--- config.mk ---
export PLATFORM = sky130hd
export DESIGN_NAME = ahfp_sub_feeder
export DESIGN_NICKNAME = d
export VERILOG_FILES = /design/src/rtl/ahfp_sub_feeder.sv
export SDC_FILE = /design/constraint.sdc
export NUM_CORES = 1
export LEC_CHECK = 0
export ABC_CLOCK_PERIOD_IN_PS = 2000
export BUFFER_PORTS_ARGS = -buffer_cell sky130_fd_sc_hd__buf_4
export CAP_MARGIN = 20
export CELL_PAD_IN_SITES_DETAIL_PLACEMENT = 2
export CELL_PAD_IN_SITES_GLOBAL_PLACEMENT = 2
export CORE_MARGIN = 1.5
export CORE_UTILIZATION = 30
export CTS_CLUSTER_DIAMETER = 100
export DETAILED_ROUTE_END_ITERATION = 8
export PLACE_DENSITY_LB_ADDON = 0.1
export RECOVER_POWER = 100
export REMOVE_ABC_BUFFERS = 1
export SLEW_MARGIN = 20
export SYNTH_ARGS = -nofsm -noshare
export SYNTH_HDL_FRONTEND = slang
export SYNTH_SLANG_ARGS = --single-unit
--- constraint.sdc ---
create_clock -name clk -period 2 [get_ports clk]
set_input_delay 0.4 -clock clk [delete_from_list [all_inputs] [get_ports clk]]
set_output_delay 0.4 -clock clk [all_outputs]
set_load 0.02 [all_outputs]
--- src/rtl/ahfp_sub_feeder.sv ---
// Operand sequencer and result capture for the combinational ahfp_sub subtractor.
// Pairs stream words into held operand registers, waits SUB_LAT cycles, emits the difference.
//
// state  | meaning
// IDLE   | waiting for first word of a pair (pair mode) or first sample (delta mode)
// SECOND | waiting for the word that completes the operand pair
// EXEC   | operands stable, counting down subtractor latency
// OUT    | result held on out_data until downstream consumes it
module ahfp_sub_feeder #(
    parameter int SUB_LAT = 1,
    parameter int CNT_W   = 16
) (
    input  logic             clk,
    input  logic             reset_n,
    input  logic             flush,
    input  logic             delta_mode,
    input  logic [31:0]      in_data,
    input  logic             in_valid,
    output logic             in_ready,
    output logic [31:0]      sub_dataa,
    output logic [31:0]      sub_datab,
    input  logic [31:0]      sub_result,
    output logic [31:0]      out_data,
    output logic             out_valid,
    input  logic             out_ready,
    output logic [CNT_W-1:0] out_count
);

    typedef enum logic [1:0] {IDLE, SECOND, EXEC, OUT} state_t;

    localparam logic [3:0]       LAT_LOAD = 4'(SUB_LAT - 1);
    localparam logic [CNT_W-1:0] CNT_ONE  = {{(CNT_W-1){1'b0}}, 1'b1};

    state_t     state;
    logic [3:0] lat_cnt;
    logic       mode_r;
    logic       accept;
    logic       consume;

    assign in_ready = ((state == IDLE) || (state == SECOND)) && !flush;
    assign accept   = in_valid && in_ready;
    assign consume  = out_valid && out_ready;

    always_ff @(posedge clk or negedge reset_n) begin
        if (!reset_n) begin
            state     <= IDLE;
            sub_dataa <= '0;
            sub_datab <= '0;
            out_data  <= '0;
            out_valid <= 1'b0;
            out_count <= '0;
            lat_cnt   <= '0;
            mode_r    <= 1'b0;
        end else if (flush) begin
            // operand registers and the counter deliberately survive a flush
            state     <= IDLE;
            out_valid <= 1'b0;
            lat_cnt   <= '0;
        end else begin
            case (state)
                IDLE: begin
                    mode_r <= delta_mode;
                    if (accept) begin
                        if (delta_mode) sub_datab <= in_data;
                        else            sub_dataa <= in_data;
                        state <= SECOND;
                    end
                end
                SECOND: begin
                    if (accept) begin
                        if (mode_r) sub_dataa <= in_data;
                        else        sub_datab <= in_data;
                        lat_cnt <= LAT_LOAD;
                        state   <= EXEC;
                    end
                end
                EXEC: begin
                    if (lat_cnt != 4'd0) begin
                        lat_cnt <= lat_cnt - 4'd1;
                    end else begin
                        out_data  <= sub_result;
                        out_valid <= 1'b1;
                        state     <= OUT;
                    end
                end
                OUT: begin
                    if (consume) begin
                        out_valid <= 1'b0;
                        out_count <= out_count + CNT_ONE;
                        // in delta mode the current sample becomes the next subtrahend
                        if (mode_r) begin
                            sub_datab <= sub_dataa;
                            state     <= SECOND;
                        end else begin
                            state <= IDLE;
                        end
                    end
                end
                default: state <= IDLE;
            endcase
        end
    end

endmodule

==> results of run 1 <==
==> registers in the layout, indices dropped and copies added (netlist names) <==
register and count:
out_data 32, sub_dataa 32, sub_datab 32, out_count 16
lat_cnt 4, state 2, mode_r 1, out_valid 1
==> report_power, final <==
group	internal, W	switching (W)	leakage [nW]
sequential	0.00348	0.000687	1.46
combinational	0.00237	0.00284	1.73
clock	0.00215	0.00114	0.310
==> area by class of cell <==
class                           count  area, um^2
Clock buffer                       20       456.7
Clock inverter                     12       173.9
Fill cell                        1844       10130
Inverter                            9       33.78
Multi-Input combinational cell    226        2417
Sequential cell                   120        3003
Tap cell                          229       286.5
Timing Repair Buffer              216        1396
==> worst max-delay path by stage <==
stage                    endpoint  slack, ns  depth (start not counted)
CTS                      in_ready      -0.04                          6
detailed placement  sub_datab[12]      -0.11                          7
floorplan            sub_datab[0]      -1.12                          5
global route         out_data[13]      -0.11                          7
finish              sub_datab[21]      -0.04                          9
global placement    sub_datab[14]      -0.05                          7
==> through the flow <==
step / std cells / setup TNS, ns / hold WS, ns / util [%]
after detailed placement: 786 / -2.861 / 0.4320 / 40.48
after global routing: 832 / -5.952 / 0.1916 / 43.39
after floorplan: 355 / -75.77 / 0.1044 / -
final: 832 / -0.9116 / 0.1993 / 43.39
after CTS: 827 / -0.6286 / 0.1831 / 45.40
after global placement: 786 / -1.051 / 0.4250 / 40.48
==> cells by family after synthesis <==
kind of cell	Yosys count
multiplexers	131
AND/OR/NAND/NOR	52
XOR/XNOR	15
buffers and inverters	24
adder cells (fa/ha/maj)	7
AO/OA/AOI/OAI	21
flip-flops	120
==> critical path, cell delays in order (launching register included) <==
cell and delay [ns]:
dfrtp_1 0.40, inv_2 0.07, buf_6 0.12, ha_4 0.18, o21ba_4 0.23, a211oi_4 0.20, o21ai_4 0.10, buf_12 0.16
clkbuf_16 0.16, mux2_4 0.29
==> metal layers <==
layer | up-vias | track usage, %
met5 | - | 0
met4 | 0 | 7.002
met3 | 20 | 5.335
met2 | 114 | 29.47
met1 | 1946 | 17.86
li1 | 1756 | -
==> synth_stat cells, types with 2 or more instances <==
library cell	number	area share, %
mux2_4	30	8.3
buf_4	4	0.55
clkbuf_1	2	0.14
dfrtp_1	120	55
mux2_2	69	14
buf_2	5	0.46
nor2_1	11	0.76
o21ai_0	9	0.83
nor3b_1	2	0.28
nor3_1	3	0.28
a211oi_1	3	0.41
ha_1	7	1.6
xor2_1	6	0.97
buf_6	4	0.83
or3_1	2	0.23
inv_1	9	0.62
mux2_1	31	6.4
nand2b_1	2	0.23
xnor2_1	9	1.4
nand4_1	2	0.23
nand3_1	6	0.55
nor2b_1	2	0.23
nand2_1	10	0.69
==> what timing repair did <==
action                                  in CTS  in global routing
hold buffers                                 1                  0
endpoints found under the setup margin      79                 68
gates resized for setup                     26                 12
gates cloned                                 3                  3
setup buffers                                5                  2
pin swaps                                    3                  3
hold endpoints to repair                     4                  0
==> flow_summary.ini, run 1 <==
[setup_path]
arrival_ns = 2.34
reg2reg_depth = 9
rrSetupSlack_ns = -0.04
cp-startpoint = state[1]
crit_path_end_kind = flip-flop
path_max_fanout = 5
reg2reg_to = sub_datab[21]
critical_path_class = reg2reg
worstSetupStartpointType = flip-flop
rr_startpoint = state[1]
required_ns = 2.30

[logic_synthesis]
ys_seq_area_share_pct = 55.16
synth_fa_ha_area_share_pct = 1.609
synth-compound-area-share_pct = 3.218
yosysWarnings = 0
avgSynthCellArea_um2 = 14.71
synth_cell_types = 45
synth_top_family_by_area = multiplexers
syn_inst = 370
ys_seq_elements = 120
async_flop_share_pct = 100.0
synth-edff-count = 0
synthSimpleGateAreaFrac_pct = 5.861
yosys.area_share.xor_xnor_pct = 2.413
ys.flop_type = dfrtp_1
synth_area_um2 = 5444
muxShareOfSynthArea_pct = 29.14

[route]
highest-signal-layer = met4
ant_nets = 0
drc = 0
drt-wirelength-per-cell_um = 18.26
dr.pass1.iters = 4
viasPerCell = 4.611
wl_met3_um = 941
wl_met1_um = 5990
totalWireLength_um = 15200
vias = 3836
drtIter0Drc = 62
met2WireLength_um = 7955

[sta]
slew_headroom_pct = 16.36
finalHoldViolCount = 0
final.min_clock_period_ns = 2.041
finalSetupViolations = 53
rsz0062_at_grt = yes
fin_ws_ns = -0.04096
drv_slew = 0
skew_ns = 0.007680
max_clock_freq_mhz = 490.0
fin_crit_sh_pct = 102.0
tightest_slew_ns = 1.255

[hold_path]
holdCritStartpoint = sub_result[12]
whs_path_depth = 2
holdPathEnd = out_data[12]
min_path_type = in2reg

[outcome]
run_status = complete, but fails checks
violations = negative setup slack

[layout]
fin_nets = 667
final_common_cell = dfrtp_1
post-route-cell-area_um2 = 7767
antenna_cells = 0
layout_common_cells = 120 x dfrtp_1, 114 x clkbuf_1, 81 x buf_4
drive_gt1_share_pct = 43.62
areaGrowthSynthToFinish_pct = 42.68

[placed_design]
place.gp.congestion = 0.6909
post_dp_cell_area_um2 = 7247
place_hpwl_um = 10020
preCtsSetupSlack_ns = -0.1078
portBuffers = 183

[clocking]
cts_max_level = 4
cts.sinks = 120
cts_tree = done
clock_path_buffers = 2
clock_latency_ns = 0.42
cts-buffers-inserted = 17
cts-root-buf = clkbuf_16
clk_pin_slew_worst_paths_ns = 0.06

[pwr]
p_leak_nw = 3.504
p_total_w = 0.01266
ir_worst_vdd_mv = 0.6383
pwr_density_cell_nw_per_um2 = 1630

[global_route]
antenna_found_initial = 0
grt_start_max_net_pins = 66
grt_pass1_vias = 4327
grt_pass1_wl_um = 23320
gr-usage-all-layers_pct = 16.49
grt_overflow = 0

[floorplanning]
rows = 49
core_um2 = 17900
die-area_um2 = 18960
die_w_um = 137.7
initial_core_util_pct = 30.41
io_pins = 184
die_h_um = 137.7

[run]
drv_cap = 0
(Power assumes the default switching activity.)
==> run 2: changes to the inputs <==
--- a/config.mk
+++ b/config.mk
@@ -10,8 +10,9 @@
 export CAP_MARGIN = 20
 export CELL_PAD_IN_SITES_DETAIL_PLACEMENT = 2
 export CELL_PAD_IN_SITES_GLOBAL_PLACEMENT = 2
-export CORE_MARGIN = 1.5
-export CORE_UTILIZATION = 30
+export CORE_MARGIN = 8
+export CORE_UTILIZATION = 31
+export CTS_BUF_LIST = sky130_fd_sc_hd__clkbuf_8
 export CTS_CLUSTER_DIAMETER = 100
 export DETAILED_ROUTE_END_ITERATION = 8
 export PLACE_DENSITY_LB_ADDON = 0.1
==> run 2 against run 1 <==
  * Critical path depth decreased by 1
  * Largest cell class unchanged
  * Power shrank 9.0%
  * Final area down 4.3%
  * Clock skew increased by 0.0061 ns
  * Global-route usage is 1.2 points lower
  * Sequential cell count unchanged
  * Non-clock buffer count rose by 1
  * Register-to-register slack got worse by 0.03 ns
  * Combinational power hardly changed
  * Final cell count fell by 0.60%
  * The flow still finishes with violations (negative setup slack)
  * Highest routed layer unchanged
  * Worst setup slack got worse by 0.026 ns
  * Clock power fell by 36%
==> flow_summary.ini, run 2 (same netlist as run 1, synthesis figures left out) <==
[global_route]
grt_overflow = 0
grt_pass1_wl_um = 26040
antenna_found_initial = 0
gr-usage-all-layers_pct = 15.28
grt_pass1_vias = 4568
grt_start_max_net_pins = 48

[setup_path]
crit_path_end_kind = flip-flop
crit_buf_inv = 3
critical_path_class = reg2reg
critPathTopFamily = multiplexers
reg2reg_depth = 8
slowest_stage = dfrtp_1
cpPeakStageDelay_ns = 0.41
path_max_fanout = 9
cp_cell_sequence = buf_6 > ha_4 > mux2_4 > and3_4 > o21ai_4 > buf_6 > buf_12 > mux2_4
crit_cells = 8
rrSetupSlack_ns = -0.07
arrival_ns = 2.39
required_ns = 2.32
worstSetupStartpointType = flip-flop

[placed_design]
preCtsSetupSlack_ns = -0.09256
post_dp_cell_area_um2 = 7274
place.gp.congestion = 0.7584
portBuffers = 183
place_hpwl_um = 11980

[sta]
fin_crit_sh_pct = 103.4
skew_ns = 0.01381
max_clock_freq_mhz = 483.7
finalSetupViolations = 21
final.min_clock_period_ns = 2.067
fin_ws_ns = -0.06719
tightest_slew_ns = 0.7812
rsz0062_at_grt = yes
finalHoldViolCount = 0
slew_headroom_pct = 47.92
tns_ns = -0.9810
drv_slew = 0

[pwr]
comb_power_share_pct = 45.2
switching_power_w = 0.004587
power_frac_clock_pct = 18.3
pwr_density_cell_nw_per_um2 = 1551
ir_worst_vdd_mv = 0.5794
p_int_w = 0.006934
sw_frac_of_total_pct = 39.81
p_seq_share_pct = 36.5
p_leak_nw = 3.376

[floorplanning]
core_um2 = 17240
die-area_um2 = 22060
die_w_um = 148.5
rows = 48
initial_core_util_pct = 31.58
io_pins = 184
die_h_um = 148.5

[route]
drc = 0
dr.pass1.iters = 5
ant_nets = 0
vias = 3858
drtIter0Drc = 111
drt-wirelength-per-cell_um = 20.15
totalWireLength_um = 16670
viasPerCell = 4.665

[layout]
layout_common_cells = 120 x dfrtp_1, 113 x clkbuf_1, 82 x buf_4
antenna_cells = 0
post-route-cell-area_um2 = 7430
top_regs = out_data x32, sub_dataa x32, sub_datab x32
areaGrowthSynthToFinish_pct = 36.47
drive_gt1_share_pct = 43.36
final_common_cell = dfrtp_1
fin_nets = 668

[clocking]
cts-root-buf = clkbuf_8
clock_latency_ns = 0.44
cts_max_level = 4
cts.sinks = 120
cts_tree = done
clk_pin_slew_worst_paths_ns = 0.07
cts-buffers-inserted = 17
clock_path_buffers = 2

[outcome]
run_status = complete, but fails checks
violations = negative setup slack

[hold_path]
min_path_type = in2reg
whs_path_depth = 2

[run]
drv_cap = 0
==> run 2: area by class of cell <==
cell class,count,area [um^2]
fillers,1784,9807
flip-flops and latches,120,3003
multi-input cells,226,2419
repair buffers,217,1323
well taps,225,281.5
clock buffers,19,261.5
clock inverters,11,108.9
inverters,9,33.78
==> run 2: worst paths after layout <==
path,end,start
worst max-delay path,sub_datab[17],state[0]
worst min-delay path,out_data[15],sub_result[15]
worst max register to register,sub_datab[17],state[0]
worst min register to register,out_count[15],out_count[15]
max in group asynchronous,sub_datab[21],reset_n
min in group asynchronous,out_data[3],reset_n
==> run 2: metal layers <==
layer / global-route usage (%) / part of all wire (%)
met1: 16.73 / 40
met2: 26.61 / 53
met3: 5.652 / 6.3
met4: 5.354 / 1.4
met5: 0 / 0
==> run 2: what timing repair did <==
action	in CTS	in global routing
hold buffers	1	0
buffers inserted	6	1
gates cloned	2	1
setup endpoints to repair	46	82
endpoints found under the hold margin	26	0
resized for setup	27	13
pin swaps	5	9
==> run 2: metrics by stage <==
| stage | total power, W | instances | util, % | hold WS (ns) |
|---|---|---|---|---|
| after floorplan | 0.007214 | 355 | - | 0.1044 |
| after global placement | 0.009762 | 788 | 42.20 | 0.3724 |
| after detailed placement | 0.009993 | 788 | 42.20 | 0.3763 |
| after CTS | 0.01251 | 826 | 45.56 | 0.1470 |
| after global routing | 0.01223 | 827 | 43.10 | 0.1391 |
| final | 0.01152 | 827 | 43.10 | 0.1733 |
==> run 2: power groups by stage <==
stage	Combinational (W)	Clock, W	Sequential, W
global route	0.00560	0.00230	0.00433
floorplan	0.00190	0	0.00531
global placement	0.00558	0	0.00418
detailed placement	0.00575	0	0.00424
finish	0.00521	0.00211	0.00420
CTS	0.00608	0.00219	0.00424
==> run 3: changes to the inputs <==
==> constraint.sdc (replaced) <==
create_clock -name clk -period 2 [get_ports clk]
set_input_delay 0.6 -clock clk [delete_from_list [all_inputs] [get_ports clk]]
set_output_delay 0.6 -clock clk [all_outputs]
set_load 0.02 [all_outputs]
==> run 3 against run 2 <==
  * The flow still finishes with violations (negative setup slack)
  * Fmax down 5.8%
  * Worst setup slack worse by 0.13 ns
  * Power up 13%
  * Critical path type unchanged
  * Utilization increased by 4.6 points
  * Sequential power grew 1%
  * First-iteration DRC count shrank 14%
  * Clock skew decreased by 0.00059 ns
==> flow_summary.ini, run 3 (same netlist as run 1, synthesis figures left out) <==
[placed_design]
placed_cells = 790
place_hpwl_um = 11990
place.gp.congestion = 0.7190
preCtsSetupSlack_ns = -0.1442
portBuffers = 183

[sta]
finalHoldViolCount = 0
max_clock_freq_mhz = 455.7
tightest_slew_ns = 0.8990
tns_ns = -5.549
worst_hold_slack_ns = 0.2129
drv_slew = 0
skew_ns = 0.01322
rsz0062_at_grt = yes
finalSetupViolations = 40
final.min_clock_period_ns = 2.195
fin_ws_ns = -0.1946
slew_headroom_pct = 40.06
fin_crit_sh_pct = 109.7

[hold_path]
min_path_type = in2async

[layout]
final_common_cell = buf_4
top_regs = out_data x32, sub_dataa x32, sub_datab x32
layout_common_cells = 198 x buf_4, 120 x dfrtp_1, 62 x mux2_4
finalNonFillerCells = 844
fin_nets = 683
areaGrowthSynthToFinish_pct = 51.18
nFillCells = 1683
antenna_cells = 0
drive_gt1_share_pct = 63.00

[setup_path]
cp_common_cell = buf_6
required_ns = 2.32
critical_path_class = reg2reg
slowest_stage = dfrtp_1
crit_buf_inv = 6
critPathTopFamily = buffers and inverters
cpPeakStageDelay_ns = 0.41
rrSetupSlack_ns = -0.19
reg2reg_to = sub_datab[27]
path_max_fanout = 7
cp_cell_sequence = inv_2 > buf_6 > ha_4 > buf_6 > nand2b_1 > a211oi_2 > buf_4 > o21ai_4 > buf_12 > buf_16 > mux2_4
arrival_ns = 2.51
worstSetupStartpointType = flip-flop
reg2reg_depth = 11
rr_startpoint = state[1]
crit_path_end_kind = flip-flop

[global_route]
gr-usage-all-layers_pct = 15.96
grt_pass1_wl_um = 26960
grt_pass1_vias = 4664
antenna_found_initial = 0
grt_overflow = 0
grt_start_max_net_pins = 28

[clocking]
cts-root-buf = clkbuf_8
clock_latency_ns = 0.44
cts_max_level = 4
clock_path_buffers = 2
cts.sinks = 120
cts-buffers-inserted = 17
ctsHoldBuffers = 0
cts_tree = done
clk_pin_slew_worst_paths_ns = 0.08

[run]
drv_cap = 0

[floorplanning]
die_h_um = 148.5
core_um2 = 17240
die_w_um = 148.5
die-area_um2 = 22060
rows = 48
io_pins = 184
initial_core_util_pct = 31.58

[pwr]
power_frac_clock_pct = 16.5
switching_power_w = 0.004885
p_seq_share_pct = 32.5
pwr_density_cell_nw_per_um2 = 1589
sw_frac_of_total_pct = 37.36
ir_worst_vdd_mv = 0.7003
p_leak_nw = 4.053
p_total_w = 0.01308
p_int_w = 0.008191
comb_power_share_pct = 51.0

[route]
drc = 0
dr.pass1.iters = 4
vias = 3972
wl_met3_um = 979
met2WireLength_um = 9361
ant_nets = 0
drtIter0Drc = 96
wl_met1_um = 7431
viasPerCell = 4.706
totalWireLength_um = 17980
highest-signal-layer = met4
drt-wirelength-per-cell_um = 21.31

[outcome]
violations = negative setup slack
run_status = complete, but fails checks
[run 3: changes by cell type in the layout (fill, tap and decap cells not counted), sizes merged]
cell / previous run / this run
dlymetal6s4s: 0 / 1
clkinv: 6 / 2
buf: 97 / 224
dlygate4sd3: 1 / 0
clkinvlp: 1 / 6
inv: 11 / 13
clkbuf: 138 / 25
[run 3: worst max path at each step]
stage,to,start,slack (ns),cells past startpoint
floorplan,sub_datab[0],state[1],-1.12,5
global placement,sub_datab[0],delta_mode,-0.1,6
detailed placement,sub_datab[0],delta_mode,-0.14,6
CTS,in_ready,state[1],-0.13,6
global route,sub_datab[27],state[1],-0.27,11
finish,sub_datab[27],state[1],-0.19,11
[run 3: worst register-to-register path, cell delays in order, from the launching register on]
cell and delay (ns):
dfrtp_1 0.41, inv_2 0.10, buf_6 0.11, ha_4 0.16
buf_6 0.10, nand2b_1 0.07, a211oi_2 0.26, buf_4 0.17
o21ai_4 0.07, buf_12 0.16, buf_16 0.15, mux2_4 0.30
[run 3: power groups by stage]
stage                     logic (W)  registers [W]  clock network, W
after floorplan             0.00190        0.00531                 0
after global routing        0.00706        0.00438           0.00233
after detailed placement    0.00579        0.00424                 0
after global placement      0.00561        0.00418                 0
final                       0.00667        0.00425           0.00216
after CTS                   0.00626        0.00422           0.00223
[run 3: area by class of cell]
class | count | area [um^2] | area share, %
Clock buffer | 18 | 247.7 | 3.010
Clock inverter | 14 | 135.1 | 1.642
Inverter | 9 | 36.28 | 0.4409
Multi-Input combinational cell | 226 | 2502 | 30.40
Sequential cell | 120 | 3003 | 36.49
Tap cell | 225 | 281.5 | 3.420
Timing Repair Buffer | 232 | 2024 | 24.60
[run 3: routing by layer]
layer  up-vias  GRT usage (%)
met4         0          6.119
met1      2069          17.99
met2       111          27.55
met3        11          5.074
met5         -              0
li1       1781              -
[run 3: timing repair]
item                       in CTS  in global routing
resized for setup              24                 48
buffers inserted               10                  4
pin swaps                       6                  6
gates cloned                    4                  4
setup endpoints to repair      65                104
[run 3: metrics by stage]
step | cell area (um^2) | utilization, %
finish | 8230 | 47.75
global route | 8230 | 47.75
CTS | 7993 | 46.37
detailed placement | 7327 | 42.51
global placement | 7327 | 42.51
floorplan | 5336 | -
